[config.mk]
export PLATFORM = sky130hd
export DESIGN_NAME = fetch_ctrl_flat
export DESIGN_NICKNAME = d
export VERILOG_FILES = /design/src/rtl/fetch_ctrl_if.sv /design/src/rtl/fetch_ctrl.sv /design/src/flat_wrapper.sv
export SDC_FILE = /design/constraint.sdc
export NUM_CORES = 1
export LEC_CHECK = 0
export CAP_MARGIN = 20
export CORE_UTILIZATION = 34
export DETAILED_ROUTE_END_ITERATION = 6
export PLACE_DENSITY = 0.61
export SKIP_CTS_REPAIR_TIMING = 1
export SLEW_MARGIN = 20
export SYNTH_ARGS = -nofsm -noshare
export SYNTH_HDL_FRONTEND = slang
export SYNTH_SLANG_ARGS = --single-unit
[constraint.sdc]
create_clock -name clk_i -period 1.9 [get_ports clk_i]
set_input_delay 0.57 -clock clk_i [delete_from_list [all_inputs] [get_ports clk_i]]
set_output_delay 0.57 -clock clk_i [all_outputs]
set_load 0.05 [all_outputs]
[src/rtl/fetch_ctrl_if.sv]
// fetch_ctrl_if -- PC-control bundle between the fetch controller and the
// pipeline front end.
//
// Signals
//   pc_i             current PC from the program counter
//   imem_ready_i     instruction memory has valid data for pc_i
//   hazard_stall_i   pipeline hazard, hold fetch
//   branch_taken_i   resolved taken branch/jump (single-cycle pulse)
//   branch_target_i  branch destination, valid with branch_taken_i
//   irq_i            level-sensitive interrupt request
//   reti_i           return-from-interrupt (single-cycle pulse)
//   pc_load_o        PC load enable
//   pc_target_o      PC load value (8'h00 when not loading)
//   pc_stall_o       PC hold
//   flush_o          discard fetched/decoded instruction
//   irq_ack_o        one-cycle interrupt acceptance pulse
//   epc_o            saved return address
//   ie_o             interrupt enable flag
//
// Modports
//   master  fetch controller side (drives the PC control outputs)
//   slave   pipeline / PC side
interface fetch_ctrl_if;
   logic [7:0] pc_i;
   logic       imem_ready_i;
   logic       hazard_stall_i;
   logic       branch_taken_i;
   logic [7:0] branch_target_i;
   logic       irq_i;
   logic       reti_i;
   logic       pc_load_o;
   logic [7:0] pc_target_o;
   logic       pc_stall_o;
   logic       flush_o;
   logic       irq_ack_o;
   logic [7:0] epc_o;
   logic       ie_o;

   modport master (
      input  pc_i, imem_ready_i, hazard_stall_i, branch_taken_i,
             branch_target_i, irq_i, reti_i,
      output pc_load_o, pc_target_o, pc_stall_o, flush_o, irq_ack_o,
             epc_o, ie_o
   );

   modport slave (
      output pc_i, imem_ready_i, hazard_stall_i, branch_taken_i,
             branch_target_i, irq_i, reti_i,
      input  pc_load_o, pc_target_o, pc_stall_o, flush_o, irq_ack_o,
             epc_o, ie_o
   );
endinterface

[src/rtl/fetch_ctrl.sv]
// fetch_ctrl -- instruction fetch controller. Decides each cycle whether the
// PC increments, holds, or is redirected (branch, interrupt entry, return
// from interrupt), and drives the flush that follows every redirect.
//
// Parameters
//   IRQ_VECTOR    PC target on interrupt entry
//   FLUSH_CYCLES  cycles flush_o stays high after the redirect cycle (1..7)
//
// Ports
//   clk_i    single clock, rising edge
//   rst_n_i  asynchronous active-low reset
//   bus      fetch_ctrl_if.master, see the interface for signal list
//
// State | meaning
// ------+-----------------------------------------------------------------
// RUN   | normal fetch; redirects, irq accept, stalls evaluated by priority
// WAIT_MEM | memory not ready; PC held, arriving branch latched as pending
// FLUSH | post-redirect drain; counts down FLUSH_CYCLES, events ignored
module fetch_ctrl #(
   parameter logic [7:0]  IRQ_VECTOR   = 8'hF0,
   parameter int unsigned FLUSH_CYCLES = 1
) (
   input  logic         clk_i,
   input  logic         rst_n_i,
   fetch_ctrl_if.master bus
);

   typedef enum logic [1:0] {
      RUN      = 2'd0,
      WAIT_MEM = 2'd1,
      FLUSH    = 2'd2
   } state_t;

   localparam logic [2:0] FLUSH_INIT = 3'(FLUSH_CYCLES);

   state_t     state_q, state_d;
   logic [2:0] flush_cnt_q, flush_cnt_d;
   logic       pend_q, pend_d;
   logic [7:0] pend_tgt_q, pend_tgt_d;
   logic [7:0] epc_q, epc_d;
   logic       ie_q, ie_d;

   logic       load;
   logic [7:0] target;
   logic       stall;
   logic       flush;
   logic       ack;

   always_ff @(posedge clk_i or negedge rst_n_i) begin
      if (!rst_n_i) begin
         state_q     <= RUN;
         flush_cnt_q <= 3'd0;
         pend_q      <= 1'b0;
         pend_tgt_q  <= 8'h00;
         epc_q       <= 8'h00;
         ie_q        <= 1'b1;
      end else begin
         state_q     <= state_d;
         flush_cnt_q <= flush_cnt_d;
         pend_q      <= pend_d;
         pend_tgt_q  <= pend_tgt_d;
         epc_q       <= epc_d;
         ie_q        <= ie_d;
      end
   end

   always_comb begin
      state_d     = state_q;
      flush_cnt_d = flush_cnt_q;
      pend_d      = pend_q;
      pend_tgt_d  = pend_tgt_q;
      epc_d       = epc_q;
      ie_d        = ie_q;
      load        = 1'b0;
      target      = 8'h00;
      stall       = 1'b0;
      flush       = 1'b0;
      ack         = 1'b0;

      case (state_q)
         RUN: begin
            if (bus.branch_taken_i) begin
               load        = 1'b1;
               target      = bus.branch_target_i;
               flush       = 1'b1;
               state_d     = FLUSH;
               flush_cnt_d = FLUSH_INIT;
            end else if (bus.reti_i) begin
               load        = 1'b1;
               target      = epc_q;
               flush       = 1'b1;
               ie_d        = 1'b1;
               state_d     = FLUSH;
               flush_cnt_d = FLUSH_INIT;
            end else if (bus.irq_i && ie_q) begin
               load        = 1'b1;
               target      = IRQ_VECTOR;
               flush       = 1'b1;
               ack         = 1'b1;
               epc_d       = bus.pc_i;
               ie_d        = 1'b0;
               state_d     = FLUSH;
               flush_cnt_d = FLUSH_INIT;
            end else if (!bus.imem_ready_i) begin
               stall   = 1'b1;
               state_d = WAIT_MEM;
            end else if (bus.hazard_stall_i) begin
               stall = 1'b1;
            end
         end

         WAIT_MEM: begin
            if (!bus.imem_ready_i) begin
               stall = 1'b1;
               // Latest branch wins; irq and reti are deliberately not seen here.
               if (bus.branch_taken_i) begin
                  pend_d     = 1'b1;
                  pend_tgt_d = bus.branch_target_i;
               end
            end else if (bus.branch_taken_i || pend_q) begin
               // A branch landing on the ready cycle is newer than the pending one.
               load        = 1'b1;
               target      = bus.branch_taken_i ? bus.branch_target_i : pend_tgt_q;
               flush       = 1'b1;
               pend_d      = 1'b0;
               state_d     = FLUSH;
               flush_cnt_d = FLUSH_INIT;
            end else begin
               stall   = bus.hazard_stall_i;
               state_d = RUN;
            end
         end

         FLUSH: begin
            flush       = 1'b1;
            stall       = !bus.imem_ready_i;
            flush_cnt_d = flush_cnt_q - 3'd1;
            if (flush_cnt_q <= 3'd1) begin
               state_d     = RUN;
               flush_cnt_d = 3'd0;
            end
         end

         default: begin
            state_d     = RUN;
            flush_cnt_d = 3'd0;
            pend_d      = 1'b0;
         end
      endcase
   end

   // Combinational outputs are forced low while reset is held.
   assign bus.pc_load_o   = rst_n_i & load;
   assign bus.pc_target_o = rst_n_i ? target : 8'h00;
   assign bus.pc_stall_o  = rst_n_i & stall;
   assign bus.flush_o     = rst_n_i & flush;
   assign bus.irq_ack_o   = rst_n_i & ack;
   assign bus.epc_o       = epc_q;
   assign bus.ie_o        = ie_q;

   a_load_stall_excl: assert property (@(posedge clk_i) disable iff (!rst_n_i)
      !(bus.pc_load_o && bus.pc_stall_o));

   a_target_zero: assert property (@(posedge clk_i) disable iff (!rst_n_i)
      !bus.pc_load_o |-> bus.pc_target_o == 8'h00);

   a_ack_implies_load: assert property (@(posedge clk_i) disable iff (!rst_n_i)
      bus.irq_ack_o |-> (bus.pc_load_o && bus.pc_target_o == IRQ_VECTOR));

endmodule
[src/flat_wrapper.sv]
// flat-port wrapper written by rule: the top's interface ports become plain ports
module fetch_ctrl_flat 
#(
   parameter logic [7:0]  IRQ_VECTOR   = 8'hF0,
   parameter int unsigned FLUSH_CYCLES = 1
)
  (clk_i, rst_n_i, bus_pc_i, bus_imem_ready_i, bus_hazard_stall_i, bus_branch_taken_i, bus_branch_target_i, bus_irq_i, bus_reti_i, bus_pc_load_o, bus_pc_target_o, bus_pc_stall_o, bus_flush_o, bus_irq_ack_o, bus_epc_o, bus_ie_o);
  fetch_ctrl_if bus_i ();
  input  logic clk_i;
  input  logic rst_n_i;
  input wire logic [$bits(bus_i.pc_i)-1:0] bus_pc_i;
  input wire logic [$bits(bus_i.imem_ready_i)-1:0] bus_imem_ready_i;
  input wire logic [$bits(bus_i.hazard_stall_i)-1:0] bus_hazard_stall_i;
  input wire logic [$bits(bus_i.branch_taken_i)-1:0] bus_branch_taken_i;
  input wire logic [$bits(bus_i.branch_target_i)-1:0] bus_branch_target_i;
  input wire logic [$bits(bus_i.irq_i)-1:0] bus_irq_i;
  input wire logic [$bits(bus_i.reti_i)-1:0] bus_reti_i;
  output wire logic [$bits(bus_i.pc_load_o)-1:0] bus_pc_load_o;
  output wire logic [$bits(bus_i.pc_target_o)-1:0] bus_pc_target_o;
  output wire logic [$bits(bus_i.pc_stall_o)-1:0] bus_pc_stall_o;
  output wire logic [$bits(bus_i.flush_o)-1:0] bus_flush_o;
  output wire logic [$bits(bus_i.irq_ack_o)-1:0] bus_irq_ack_o;
  output wire logic [$bits(bus_i.epc_o)-1:0] bus_epc_o;
  output wire logic [$bits(bus_i.ie_o)-1:0] bus_ie_o;
  assign bus_i.pc_i = bus_pc_i;
  assign bus_i.imem_ready_i = bus_imem_ready_i;
  assign bus_i.hazard_stall_i = bus_hazard_stall_i;
  assign bus_i.branch_taken_i = bus_branch_taken_i;
  assign bus_i.branch_target_i = bus_branch_target_i;
  assign bus_i.irq_i = bus_irq_i;
  assign bus_i.reti_i = bus_reti_i;
  assign bus_pc_load_o = bus_i.pc_load_o;
  assign bus_pc_target_o = bus_i.pc_target_o;
  assign bus_pc_stall_o = bus_i.pc_stall_o;
  assign bus_flush_o = bus_i.flush_o;
  assign bus_irq_ack_o = bus_i.irq_ack_o;
  assign bus_epc_o = bus_i.epc_o;
  assign bus_ie_o = bus_i.ie_o;
  fetch_ctrl #(.IRQ_VECTOR(IRQ_VECTOR), .FLUSH_CYCLES(FLUSH_CYCLES)) u_core (.clk_i(clk_i), .rst_n_i(rst_n_i), .bus(bus_i));
endmodule
==> results.py <==
metrics = {
    "drt": {
        "dr.pass1.iters": 4,
        "drt_drc_violations_left": 0,
        "first_iter_violations": 51,
        "viasPerCell": 5.18,
        "wirelength_mm": 3.89,
        "vias": 1326,
        "wl_per_cell_um": 15.2,
        "ant_nets": 0,
    },
    "synthesis": {
        "ys_seq_area_frac": 0.404,
        "synth_most_common_cell": "dfrtp_1",
        "synth_xor_xnor_area_share": 0,
        "synthMuxAreaShare": 0.187,
        "synth_compound_area_frac": 0.180,
        "yosysWarnings": 0,
        "synth_async_sr_flop_share": 1.00,
        "synth.ff_latch_count": 23,
        "syn_inst": 131,
        "synth-edff-count": 0,
        "ys.flop_type": "dfrtp_1",
        "syn_area_mm2": 0.00143,
        "ys_types": 41,
        "ys_top_cells_by_area": "dfrtp_1, mux2_1, mux2_4",
        "synth.top_cell.area_share": 0.386,
        "synth_commonest_cells": "dfrtp_1, mux2_1, nor2_1",
        "syn_avg_cell_area_um2": 10.9,
        "synth_top_family_by_area": "multiplexers",
        "syn_nets": 156,
        "synth_adder_area_share": 0.0175,
        "yosysTopAreaCell": "dfrtp_1",
        "synth-simple-area-share": 0.160,
    },
    "worst_setup_path": {
        "crit_fanout": 5,
        "r2r_end": "u_core.bus.epc_o[0]",
        "cp_slowest_stage_delay_ns": 0.39,
        "path_depth": 6,
        "end_kind": "output port",
        "required_ns": 1.33,
        "rr_startpoint": "u_core.state_q[1]",
        "reg2reg_depth": 6,
        "critPathArrivalTime_ns": 1.69,
        "cp-start-kind": "input port",
        "path_buf_inv": 3,
        "critPathKind": "input port to output port",
        "rrSetupSlack_ns": 0.14,
        "cp_cell_sequence": "buf_8, clkbuf_16, nor4b_4, a22oi_2, a21oi_4, buf_12",
        "worst_path_max_delay_cell": "nor4b_4",
        "path_delay_family": "buffers and inverters",
    },
    "sta": {
        "setup_ws_ns": -0.358,
        "setup_viol": 12,
        "finalCritPeriodShare": 1.19,
        "skew_ns": 0.00239,
        "final-hold-violation-count": 0,
        "slew_viol_final": 0,
        "period_needed_ns": 2.26,
        "slew_headroom": 0.764,
        "fmaxAchievable_ghz": 0.443,
        "tightest_slew_ns": 0.353,
        "rsz0062_at_grt": "true",
    },
    "pwr": {
        "irDropWorstVdd_uv": 938,
        "power_leakage_nw": 1.15,
        "power_mw": 3.36,
        "power_density_mw_per_mm2": 1310,
    },
    "place": {
        "post_dp_cell_area_mm2": 0.00235,
        "dp_hpwl_mm": 2.93,
        "portBuffers": 43,
        "place_congestion": 0.826,
    },
    "outcome": {
        "violations": "setup timing",
        "status": "finished with violations",
    },
    "global_routing": {
        "grt_pass1_wl_mm": 6.12,
        "overflow": 0,
        "grt_max_degree": 20,
        "grt_usage": 0.183,
        "grt_pass1_vias": 1287,
        "antenna_found_initial": 0,
    },
    "cells_and_area": {
        "syn_to_final_growth_pct": 80.0,
        "fillers": 325,
        "finalNetCount": 232,
        "drive_above_1_share": 0.558,
        "diodes": 0,
        "final_area_mm2": 0.00257,
    },
    "die": {
        "rows": 23,
        "core_area_mm2": 0.00403,
        "dieArea_mm2": 0.00446,
        "dieHeight_um": 66.8,
        "start_util": 0.354,
        "num_io_pins": 44,
        "die_w_um": 66.8,
    },
    "min_path": {
        "hold_path.class": "flop to flop",
        "hold_start": "u_core.pend_tgt_q[2]",
        "min_to": "u_core.pend_tgt_q[2]",
        "whs_path_depth": 1,
    },
    "clocking": {
        "cts_inserted_buffers": 3,
        "cts_tree": "yes",
        "htreeDepth": 1,
        "cts_root_buf": "clkbuf_8",
        "clk_latency_ns": 0.26,
        "cts_num_sinks": 23,
        "cts.path.max_buffers": 2,
        "path_clk_slew_ns": 0.08,
    },
    "flow_run": {
        "maxCapViolations": 0,
    },
}
per-stage QoR:
step                      utilization  hold slack (ns)  cells  setup TNS, ns  worst slack [ns]
final                           0.638            0.493    256          -3.80            -0.358
after global routing            0.638            0.505    256          -4.42            -0.409
after CTS                       0.595            0.492    248         -10.44            -0.797
after detailed placement        0.584            0.472    244         -14.12            -0.795
after global placement          0.584            0.460    244         -13.52            -0.765
after floorplan                     -            0.274    131          -2.36            -0.231
layout make-up:
| cell class | count | area [µm²] | share of cell area |
|---|---|---|---|
| multi-input combinational | 98 | 1000 | 0.391 |
| timing repair buffer | 77 | 865 | 0.336 |
| sequential | 23 | 578 | 0.225 |
| tap | 50 | 62.6 | 0.0243 |
| clock buffer | 4 | 45.0 | 0.0175 |
| inverter | 4 | 15.0 | 0.00584 |
flip-flops by register name, indices dropped and copies added, names as in the netlist:
| register | flops |
|---|---|
| u_core.bus.epc_o | 8 |
| u_core.pend_tgt_q | 8 |
| u_core.flush_cnt_q | 3 |
| u_core.state_q | 2 |
| u_core.bus.ie_o | 1 |
| u_core.pend_q | 1 |
cell usage in the layout (no fill, tap or decap), types with 2 or more instances in the layout:
master / count
mux2_4: 10
inv_1: 3
a21oi_4: 4
a21oi_1: 3
clkbuf_2: 3
nor2_4: 5
clkbuf_8: 3
and3_4: 2
mux2_1: 10
nand2_1: 5
nor2b_4: 2
buf_4: 35
nor3_4: 2
nand2_2: 2
o21ai_1: 3
ha_1: 2
a22oi_2: 7
dlymetal6s2s_1: 5
nor2_1: 6
dfrtp_1: 21
a22o_1: 7
clkdlybuf4s50_1: 13
buf_6: 3
buf_12: 16
o21ai_2: 4
cells by family (layout without fill, tap and decap cells):
logic type      Yosys count  in the layout
simple gates             37             37
flops                    23             23
buf+inv                  10             85
fa+ha+maj                 2              2
compound gates           38             38
mux                      21             21
power by group:
group / switching (mW) / internal [mW] / leakage (nW)
sequential: 0.217 / 0.728 / 0.290
clock: 0.158 / 0.150 / 0.0228
combinational: 1.10 / 1.00 / 0.834
routing by layer:
layer	vias up	GRT usage	part of all wire
met4	0	0.0399	0.012
li1	632	-	-
met5	-	0	0
met2	42	0.307	0.50
met3	5	0.0325	0.044
met1	647	0.244	0.44
worst reg2reg max path: stages (launching register included):
cell and delay [ns]:
dfrtp_1 0.40, buf_12 0.15, nor3_4 0.23, buf_4 0.15, and4_4 0.22, buf_4 0.19, mux2_4 0.31
worst max path at each step:
stage / end / from
2_1_floorplan: bus_pc_target_o[4] / bus_branch_taken_i
3_3_place_gp: bus_pc_target_o[7] / bus_branch_taken_i
6_report: bus_pc_target_o[4] / bus_branch_taken_i
3_5_place_dp: bus_pc_target_o[4] / bus_branch_taken_i
5_1_grt: bus_pc_target_o[7] / u_core.state_q[1]
4_1_cts: bus_pc_target_o[4] / bus_branch_taken_i
(Power assumes the default switching activity.)
